[config.mk]
export PLATFORM = sky130hd
export DESIGN_NAME = pid_update_scheduler
export DESIGN_NICKNAME = d
export VERILOG_FILES = /design/src/rtl/pid_update_scheduler.sv
export SDC_FILE = /design/constraint.sdc
export NUM_CORES = 1
export LEC_CHECK = 0
export ABC_AREA = 1
export CAP_MARGIN = 20
export CORE_UTILIZATION = 40
export CTS_CLUSTER_DIAMETER = 60
export CTS_CLUSTER_SIZE = 14
export DETAILED_ROUTE_END_ITERATION = 6
export PLACE_DENSITY = 0.63
export SLEW_MARGIN = 10
export SYNTH_ARGS = -nofsm -noshare
export SYNTH_HDL_FRONTEND = slang
export SYNTH_SLANG_ARGS = --single-unit
[constraint.sdc]
create_clock -name clock -period 14.9 [get_ports clock]
set_input_delay 2.98 -clock clock [delete_from_list [all_inputs] [get_ports clock]]
set_output_delay 2.98 -clock clock [all_outputs]
set_load 0.02 [all_outputs]
[src/rtl/pid_update_scheduler.sv]
`default_nettype none
// ============================================================================
// Module  : pid_update_scheduler
// Brief   : Sweeps one shared PID datapath across all motors once per period.
// Revision: 1.0 - initial release
// ============================================================================
module pid_update_scheduler #(
  parameter int NUMBER_OF_MOTORS = 6,
  parameter int PERIOD_TICKS     = 500000,
  parameter int RESULT_LATENCY   = 1
) (
  input  logic                             clock,
  input  logic                             reset,
  input  logic                             enable_i,
  input  logic [NUMBER_OF_MOTORS-1:0]      motor_enable_i,
  input  logic signed [31:0]               pid_result_i,
  output logic [3:0]                       motor_sel_o,
  output logic                             update_controller_o,
  output logic [32*NUMBER_OF_MOTORS-1:0]   results_o,
  output logic                             sweep_done_o,
  output logic                             busy_o,
  output logic [15:0]                      overrun_count_o
);

  localparam int TIMER_W = $clog2(PERIOD_TICKS);
  localparam int WAIT_W  = (RESULT_LATENCY > 1) ? $clog2(RESULT_LATENCY) : 1;
  localparam logic [TIMER_W-1:0] TIMER_LAST = TIMER_W'(PERIOD_TICKS - 1);
  localparam logic [WAIT_W-1:0]  WAIT_LAST  = WAIT_W'(RESULT_LATENCY - 1);
  localparam logic [3:0]         IDX_LAST   = 4'(NUMBER_OF_MOTORS - 1);

  typedef enum logic [2:0] {
    S_IDLE    = 3'd0,
    S_SELECT  = 3'd1,
    S_PULSE   = 3'd2,
    S_WAIT    = 3'd3,
    S_CAPTURE = 3'd4,
    S_DONE    = 3'd5
  } state_t;

  state_t              state_q, state_d;
  logic [TIMER_W-1:0]  timer_q, timer_d;
  logic [WAIT_W-1:0]   wait_q, wait_d;
  logic [3:0]          idx_q, idx_d;
  logic [15:0]         mask_q, mask_d;
  logic [15:0]         overrun_q, overrun_d;
  logic                update_q, done_q, busy_q;
  logic                tick;
  logic                last_motor;
  logic                slot_we;
  logic [31:0]         slot_wdata;

  // Period timer: the tick fires in the cycle the count wraps back to 0.
  always_comb begin
    timer_d = timer_q;
    tick    = 1'b0;
    if (!enable_i) begin
      timer_d = '0;
    end else if (timer_q == TIMER_LAST) begin
      timer_d = '0;
      tick    = 1'b1;
    end else begin
      timer_d = timer_q + 1'b1;
    end
  end

  always_comb begin
    overrun_d = overrun_q;
    if (tick && (state_q != S_IDLE) && (overrun_q != 16'hFFFF)) begin
      overrun_d = overrun_q + 16'd1;
    end
  end

  assign last_motor = (idx_q == IDX_LAST);

  always_comb begin
    state_d    = state_q;
    idx_d      = idx_q;
    mask_d     = mask_q;
    wait_d     = wait_q;
    slot_we    = 1'b0;
    slot_wdata = '0;
    case (state_q)
      S_IDLE: begin
        if (tick) begin
          mask_d  = 16'(motor_enable_i);
          idx_d   = '0;
          state_d = S_SELECT;
        end
      end
      S_SELECT: begin
        if (mask_q[idx_q]) begin
          state_d = S_PULSE;
        end else begin
          // Disabled motors still get their slot cleared so no slot goes stale.
          slot_we = 1'b1;
          state_d = last_motor ? S_DONE : S_SELECT;
          idx_d   = last_motor ? idx_q : idx_q + 4'd1;
        end
      end
      S_PULSE: begin
        wait_d  = '0;
        state_d = S_WAIT;
      end
      S_WAIT: begin
        if (wait_q == WAIT_LAST) begin
          state_d = S_CAPTURE;
        end else begin
          wait_d = wait_q + 1'b1;
        end
      end
      S_CAPTURE: begin
        slot_we    = 1'b1;
        slot_wdata = pid_result_i;
        state_d    = last_motor ? S_DONE : S_SELECT;
        idx_d      = last_motor ? idx_q : idx_q + 4'd1;
      end
      S_DONE: begin
        state_d = S_IDLE;
      end
      default: begin
        state_d = S_IDLE;
      end
    endcase
  end

  always_ff @(posedge clock or posedge reset) begin
    if (reset) begin
      state_q   <= S_IDLE;
      timer_q   <= '0;
      wait_q    <= '0;
      idx_q     <= '0;
      mask_q    <= '0;
      overrun_q <= '0;
      update_q  <= 1'b0;
      done_q    <= 1'b0;
      busy_q    <= 1'b0;
    end else begin
      state_q   <= state_d;
      timer_q   <= timer_d;
      wait_q    <= wait_d;
      idx_q     <= idx_d;
      mask_q    <= mask_d;
      overrun_q <= overrun_d;
      // Strobes are registered from the next state so they never glitch.
      update_q  <= (state_d == S_PULSE);
      done_q    <= (state_d == S_DONE);
      busy_q    <= (state_d != S_IDLE);
    end
  end

  for (genvar i = 0; i < NUMBER_OF_MOTORS; i++) begin : g_slot
    logic [31:0] slot_q;
    always_ff @(posedge clock or posedge reset) begin
      if (reset) begin
        slot_q <= '0;
      end else if (slot_we && (idx_q == 4'(i))) begin
        slot_q <= slot_wdata;
      end
    end
    assign results_o[32*i +: 32] = slot_q;
  end

  assign motor_sel_o         = idx_q;
  assign update_controller_o = update_q;
  assign sweep_done_o        = done_q;
  assign busy_o              = busy_q;
  assign overrun_count_o     = overrun_q;

endmodule
`default_nettype wire

==> flow_metrics.py, run 1 <==
metrics = {
    "floorplan": {
        "std_cell_rows": 60,
        "dieArea_sq_um": 27900,
        "ios": 256,
        "die_w_microns": 167,
        "die_y_microns": 167,
        "core-area_sq_um": 26800,
        "start_util_pct": 40.6,
    },
    "pwr": {
        "power_w": 0.00125,
        "ir_drop_mv": 0.0557,
        "netSwitchingPower_w": 0.000262,
        "p_seq_share_pct": 52.9,
        "p_int_w": 0.000987,
        "power_density_nw_per_um2": 87.6,
        "switching_share_pct": 20.9,
        "combPwrFrac_pct": 2.3,
        "clkPwrFrac_pct": 44.7,
        "p_leak_nw": 7.27,
    },
    "global_route": {
        "grt_pass1_vias": 9207,
        "grt_max_degree": 94,
        "grt_pass1_wl_mm": 52.1,
        "globalRouteOverflowTotal": 0,
        "grt_usage_pct": 23.6,
        "antenna_found_initial": 0,
    },
    "critical_path": {
        "crit_required_ps": 11920,
        "r2r_setup_slack_ps": 11230,
        "cpLargestDelayFamily": "buffers and inverters",
        "critPathKind": "reg2out",
        "slowest_delay_ps": 680,
        "worst-path-max-fanout": 10,
        "path_cells": "clkdlybuf4s50_1",
        "cp.arrival_ps": 1770,
        "cp-end-kind": "output pin",
        "critPathLaunchType": "register",
        "cp_slowest_cell": "clkdlybuf4s50_1",
        "worst-path-buf-inv": 1,
    },
    "clocking": {
        "cts_hold_buf": 0,
        "h-tree-depth": 1,
        "cts_setup_buffers": 0,
        "clockRootBuffer": "clkbuf_16",
        "insertion_delay_ps": 510,
        "cts_tree": "built",
        "clock_sinks": 243,
        "postCtsResizedCells": 0,
        "cts.reportedPaths.clkPinSlew_ps": 70,
        "cts.path.max_buffers": 3,
        "numCtsBuffers": 22,
    },
    "synth": {
        "yosys-top-cells-count": "524 x nand2_1, 243 x dfrtp_1, 209 x nand3_1",
        "syn_area_sq_um": 10900,
        "netlist_instances": 1320,
        "async_reset_ff_share_pct": 100,
        "ys_types": 28,
        "yosysTopAreaCellShare_pct": 55.8,
        "ys_top_cells_by_area": "dfrtp_1 56%, nand2_1 18%, nand3_1 9.6%",
        "synth_edf_count": 0,
        "synth_fp_nets": 1367,
        "synthFlopType": "dfrtp_1",
        "postSynthAreaPerCell_sq_um": 8.25,
        "synth.most_common_cell": "nand2_1",
        "yosysTopAreaCell": "dfrtp_1",
        "ys_seq_elements": 243,
        "yosysWarnings": 0,
        "yosysSeqAreaShare_pct": 55.8,
    },
    "routing": {
        "ant_nets": 0,
        "routed-via-count": 9570,
        "post-route-drc-count": 0,
        "drt_iter0_markers": 759,
        "routed_via_density": 5.06,
        "wl_mm": 32.9,
        "wl_per_cell_microns": 17.4,
        "first_pass_iters": 5,
    },
    "timing": {
        "relSlewSlack_pct": 33.2,
        "skew_ps": 7.69,
        "rsz0062_at_grt": "false",
        "fmax_mhz": 211,
        "finalHoldViolations": 0,
        "setup_violations": 0,
        "setup_tns_ps": 0,
        "finalCritPeriodShare_pct": 31.9,
        "period_needed_ps": 4750,
        "slew_violations": 0,
        "tightest_slew_ps": 1000,
    },
    "placement": {
        "place.gp.congestion": 0.875,
        "placed_cells": 1860,
        "port-buffer-count": 255,
        "hpwl_mm": 22.1,
    },
    "layout": {
        "regArea_sq_um": 6080,
        "syn_to_final_growth_pct": 30.8,
        "antenna_cells": 0,
        "fillerInstances": 2522,
        "multi_input_area_sq_um": 4170,
        "fin_nets": 1590,
        "drive_gt1_share_pct": 4.84,
        "post_layout_nonfiller_instances": 1890,
    },
    "hold_path": {
        "hold_class": "reg2reg",
    },
    "status": {
        "status": "finished clean",
    },
    "flow_run": {
        "max-cap-violations": 0,
    },
}
routing by layer:
metal / up-vias / global-route usage [%] / part of all wire [%]
li1: 4602 / - / -
met1: 4593 / 32.9 / 45
met2: 336 / 38.3 / 47
met3: 39 / 4.02 / 6.2
met4: 0 / 5.72 / 1.9
met5: - / 0 / 0
power by group through the flow:
stage,Sequential (W),Clock (W),Combinational (W)
6_report,0.000661,0.000559,0.0000290
2_1_floorplan,0.000673,0,0.0000132
5_1_grt,0.000661,0.000598,0.0000331
3_3_place_gp,0.000673,0,0.0000299
4_1_cts,0.000661,0.000570,0.0000299
3_5_place_dp,0.000673,0,0.0000299
cells by family (layout without fill, tap and decap cells):
kind of cell	count (synthesis)	in the layout	share of synthesized area, %
adder cells (fa/ha/maj)	6	6	0.689
XOR/XNOR	20	20	1.61
flip-flops	243	243	55.8
AND/OR/NAND/NOR	892	892	34.9
AO/OA/AOI/OAI	16	16	0.747
buffers and inverters	143	372	6.26
worst paths after layout:
check	end	startpoint	cells after the start
setup / recovery	motor_sel_o[0]	motor_sel_o[0]	1
hold / removal	g_slot[4].slot_q[4]	g_slot[4].slot_q[4]	2
setup reg to reg	g_slot[5].slot_q[16]	motor_sel_o[0]	11
hold reg to reg	g_slot[4].slot_q[4]	g_slot[4].slot_q[4]	2
max in group asynchronous	g_slot[4].slot_q[3]	reset	3
min in group asynchronous	g_slot[3].slot_q[30]	reset	2
flip-flops by register name, summed over array words and instances, names as in the netlist, 3 cells and up:
signal and count:
g_slot.slot_q 192, state_q 3, overrun_count_o 16, timer_q 19, motor_sel_o 4, mask_q 6
area by class of cell:
class	count	area share [%]
Clock buffer	26	4.19
Clock inverter	4	0.536
Inverter	83	2.24
Multi-Input combinational cell	934	29.2
Sequential cell	243	42.7
Tap cell	341	2.99
Timing Repair Buffer	259	18.1
stage by stage:
step	setup WS [ps]	area (sq um)	utilization, %	hold slack [ps]
final	10150	14200	53.2	471
after floorplan	5250	10900	-	442
after global routing	10090	14200	53.2	490
after CTS	10110	14200	53.2	473
after global placement	9870	13600	50.7	453
after detailed placement	9850	13600	50.7	458
placed cells by master (no fill, tap or decap), drive strengths merged:
cell and count:
a21oi 8, a31oi 1, buf 4, bufinv 2, clkbuf 26, clkdlybuf4s50 255, clkinv 2, clkinvlp 1
dfrtp 243, ha 6, inv 82, nand2 543, nand3 213, nand3b 1, nand4 17, nor2 107
nor3 10, nor3b 1, o21ai 7, xnor2 7, xor2 13
tightest hold or removal path: cells and delay by family (launching register included):
family        cells  cell delay (ps)
simple gates      2               90
flops             1              340
Power figures use the tool's default switching activity.
==> inputs of run 2 (changes only) <==
==> constraint.sdc (replaced) <==
create_clock -name clock -period 4.8 [get_ports clock]
set_input_delay 0.96 -clock clock [delete_from_list [all_inputs] [get_ports clock]]
set_output_delay 0.96 -clock clock [all_outputs]
set_load 0.02 [all_outputs]
==> flow_metrics.py, run 2 (synthesis results as in run 1) <==
metrics = {
    "global_route": {
        "grt_pass1_vias": 9169,
        "globalRouteOverflowTotal": 0,
        "grt_max_degree": 117,
        "grt_pass1_wl_mm": 53.4,
        "grt_usage_pct": 24.2,
        "antenna_found_initial": 0,
    },
    "hold_path": {
        "hold_class": "reg2reg",
        "worstHoldEndpoint": "g_slot[2].slot_q[28]",
        "hp-start": "g_slot[2].slot_q[28]",
        "holdPathStages": 2,
    },
    "routing": {
        "post-route-drc-count": 0,
        "drt_iter0_markers": 827,
        "wl_mm": 33.3,
        "wl_per_cell_microns": 17.5,
        "routed-via-count": 9627,
        "routed_via_density": 5.06,
        "ant_nets": 0,
        "first_pass_iters": 5,
    },
    "placement": {
        "port-buffer-count": 255,
        "hpwl_mm": 22.3,
        "dpl_worst_slack_ps": 1980,
        "place.gp.congestion": 0.855,
    },
    "timing": {
        "slew_violations": 0,
        "setup_violations": 0,
        "finalCritPeriodShare_pct": 58.3,
        "setup_tns_ps": 0,
        "skew_ps": 29.6,
        "finalHoldViolations": 0,
        "fmax_mhz": 357,
        "layout_setup_ws_ps": 2000,
        "period_needed_ps": 2800,
        "rsz0062_at_grt": "false",
        "tightest_slew_ps": 958,
        "relSlewSlack_pct": 36.0,
    },
    "floorplan": {
        "ios": 256,
        "start_util_pct": 40.6,
        "std_cell_rows": 60,
        "die_y_microns": 167,
        "dieArea_sq_um": 27900,
        "die_w_microns": 167,
        "core-area_sq_um": 26800,
    },
    "flow_run": {
        "max-cap-violations": 0,
    },
    "critical_path": {
        "reg2reg_from": "motor_sel_o[1]",
        "r2r_setup_slack_ps": 2000,
        "path_cells": "inv_1, ha_1, inv_1, nor2_4, nand2_2, nand2_1, nand2_1",
        "cp-end-kind": "register",
        "worst-path-max-fanout": 32,
        "worstReg2RegEnd": "g_slot[4].slot_q[24]",
        "reg2reg_depth": 7,
        "critPathLaunchType": "register",
        "cp_slowest_cell": "nor2_4",
        "critPathKind": "reg2reg",
        "slowest_delay_ps": 740,
        "cp.arrival_ps": 3220,
        "crit_required_ps": 5220,
    },
    "layout": {
        "fillerInstances": 2544,
        "final_cell_mix": "524 x nand2_1, 255 x clkdlybuf4s50_1, 243 x dfrtp_1",
        "drive_gt1_share_pct": 5.76,
        "largest_reg_flops": 192,
        "antenna_cells": 0,
        "multi_input_area_sq_um": 4160,
        "regArea_sq_um": 6080,
        "fin_nets": 1596,
        "syn_to_final_growth_pct": 32.6,
        "layout_commonest_cell": "nand2_1",
        "regMostFlops": "g_slot.slot_q",
    },
    "clocking": {
        "clockRootBuffer": "clkbuf_16",
        "cts.reportedPaths.clkPinSlew_ps": 70,
        "cts_hold_buf": 0,
        "numCtsBuffers": 26,
        "h-tree-depth": 1,
        "cts_setup_buffers": 0,
        "postCtsResizedCells": 0,
        "cts.path.max_buffers": 3,
        "clock_sinks": 243,
        "cts_tree": "built",
        "insertion_delay_ps": 550,
    },
    "pwr": {
        "ir_drop_mv": 0.276,
        "p_leak_nw": 7.36,
        "power_density_nw_per_um2": 287,
    },
    "status": {
        "status": "finished clean",
    },
}
[run 2: cell count changes in the layout (fill, tap and decap cells not counted), moves of 2 or more]
cell and change:
clkinv_2 +3, clkbuf_16 +3, clkinv_8 +2, clkinvlp_4 +2
inv_6 +4, buf_12 +2, clkbuf_1 -2
[run 2: how the worst max path moves through the flow]
| stage | endpoint | depth (start not counted) | from | slack [ps] |
|---|---|---|---|---|
| after floorplan | busy_o | 1 | reset | 650 |
| after global placement | g_slot[5].slot_q[26] | 7 | motor_sel_o[1] | 2030 |
| after detailed placement | g_slot[4].slot_q[24] | 7 | motor_sel_o[1] | 1980 |
| after CTS | g_slot[4].slot_q[24] | 7 | motor_sel_o[1] | 1970 |
| after global routing | g_slot[4].slot_q[21] | 7 | motor_sel_o[1] | 1750 |
| final | g_slot[4].slot_q[24] | 7 | motor_sel_o[1] | 2000 |
[run 2: area by class of cell]
cell class	count	share of cell area (%)
Sequential cell	243	42.1
Multi-Input combinational cell	934	28.8
Timing Repair Buffer	261	18.2
Clock buffer	27	4.60
Tap cell	341	2.95
Inverter	83	2.18
Clock inverter	14	1.17
[run 2: critical path: cells and delay by family (launching register included)]
kind / cells / cell delay, ps
buffers and inverters: 2 / 280
flip-flops: 1 / 460
AND/OR/NAND/NOR: 4 / 1720
adder cells (fa/ha/maj): 1 / 220
[run 2: through the flow]
stage | hold slack, ps | std cells | util, % | instance area, sq um | total power [W]
floorplan | 442 | 1320 | - | 10900 | 0.00213
global placement | 453 | 1862 | 50.8 | 13600 | 0.00219
detailed placement | 457 | 1862 | 50.8 | 13600 | 0.00219
CTS | 473 | 1903 | 53.9 | 14400 | 0.00420
global route | 490 | 1903 | 53.9 | 14400 | 0.00427
finish | 471 | 1903 | 53.9 | 14400 | 0.00414
[run 2: metal layers]
layer	vias to the layer above	wire [microns]	GRT usage (%)
met5	-	0	0
met4	0	1010	7.05
met3	54	1850	3.90
met2	312	15300	38.4
met1	4643	15200	34.0
li1	4618	-	-
[run 2: power breakdown]
group	switching (W)	total, W	leakage (nW)	internal [W]
clock	0.000874	0.00200	0.406	0.00112
combinational	0.0000556	0.0000916	3.57	0.0000359
sequential	0.00000220	0.00205	3.38	0.00205
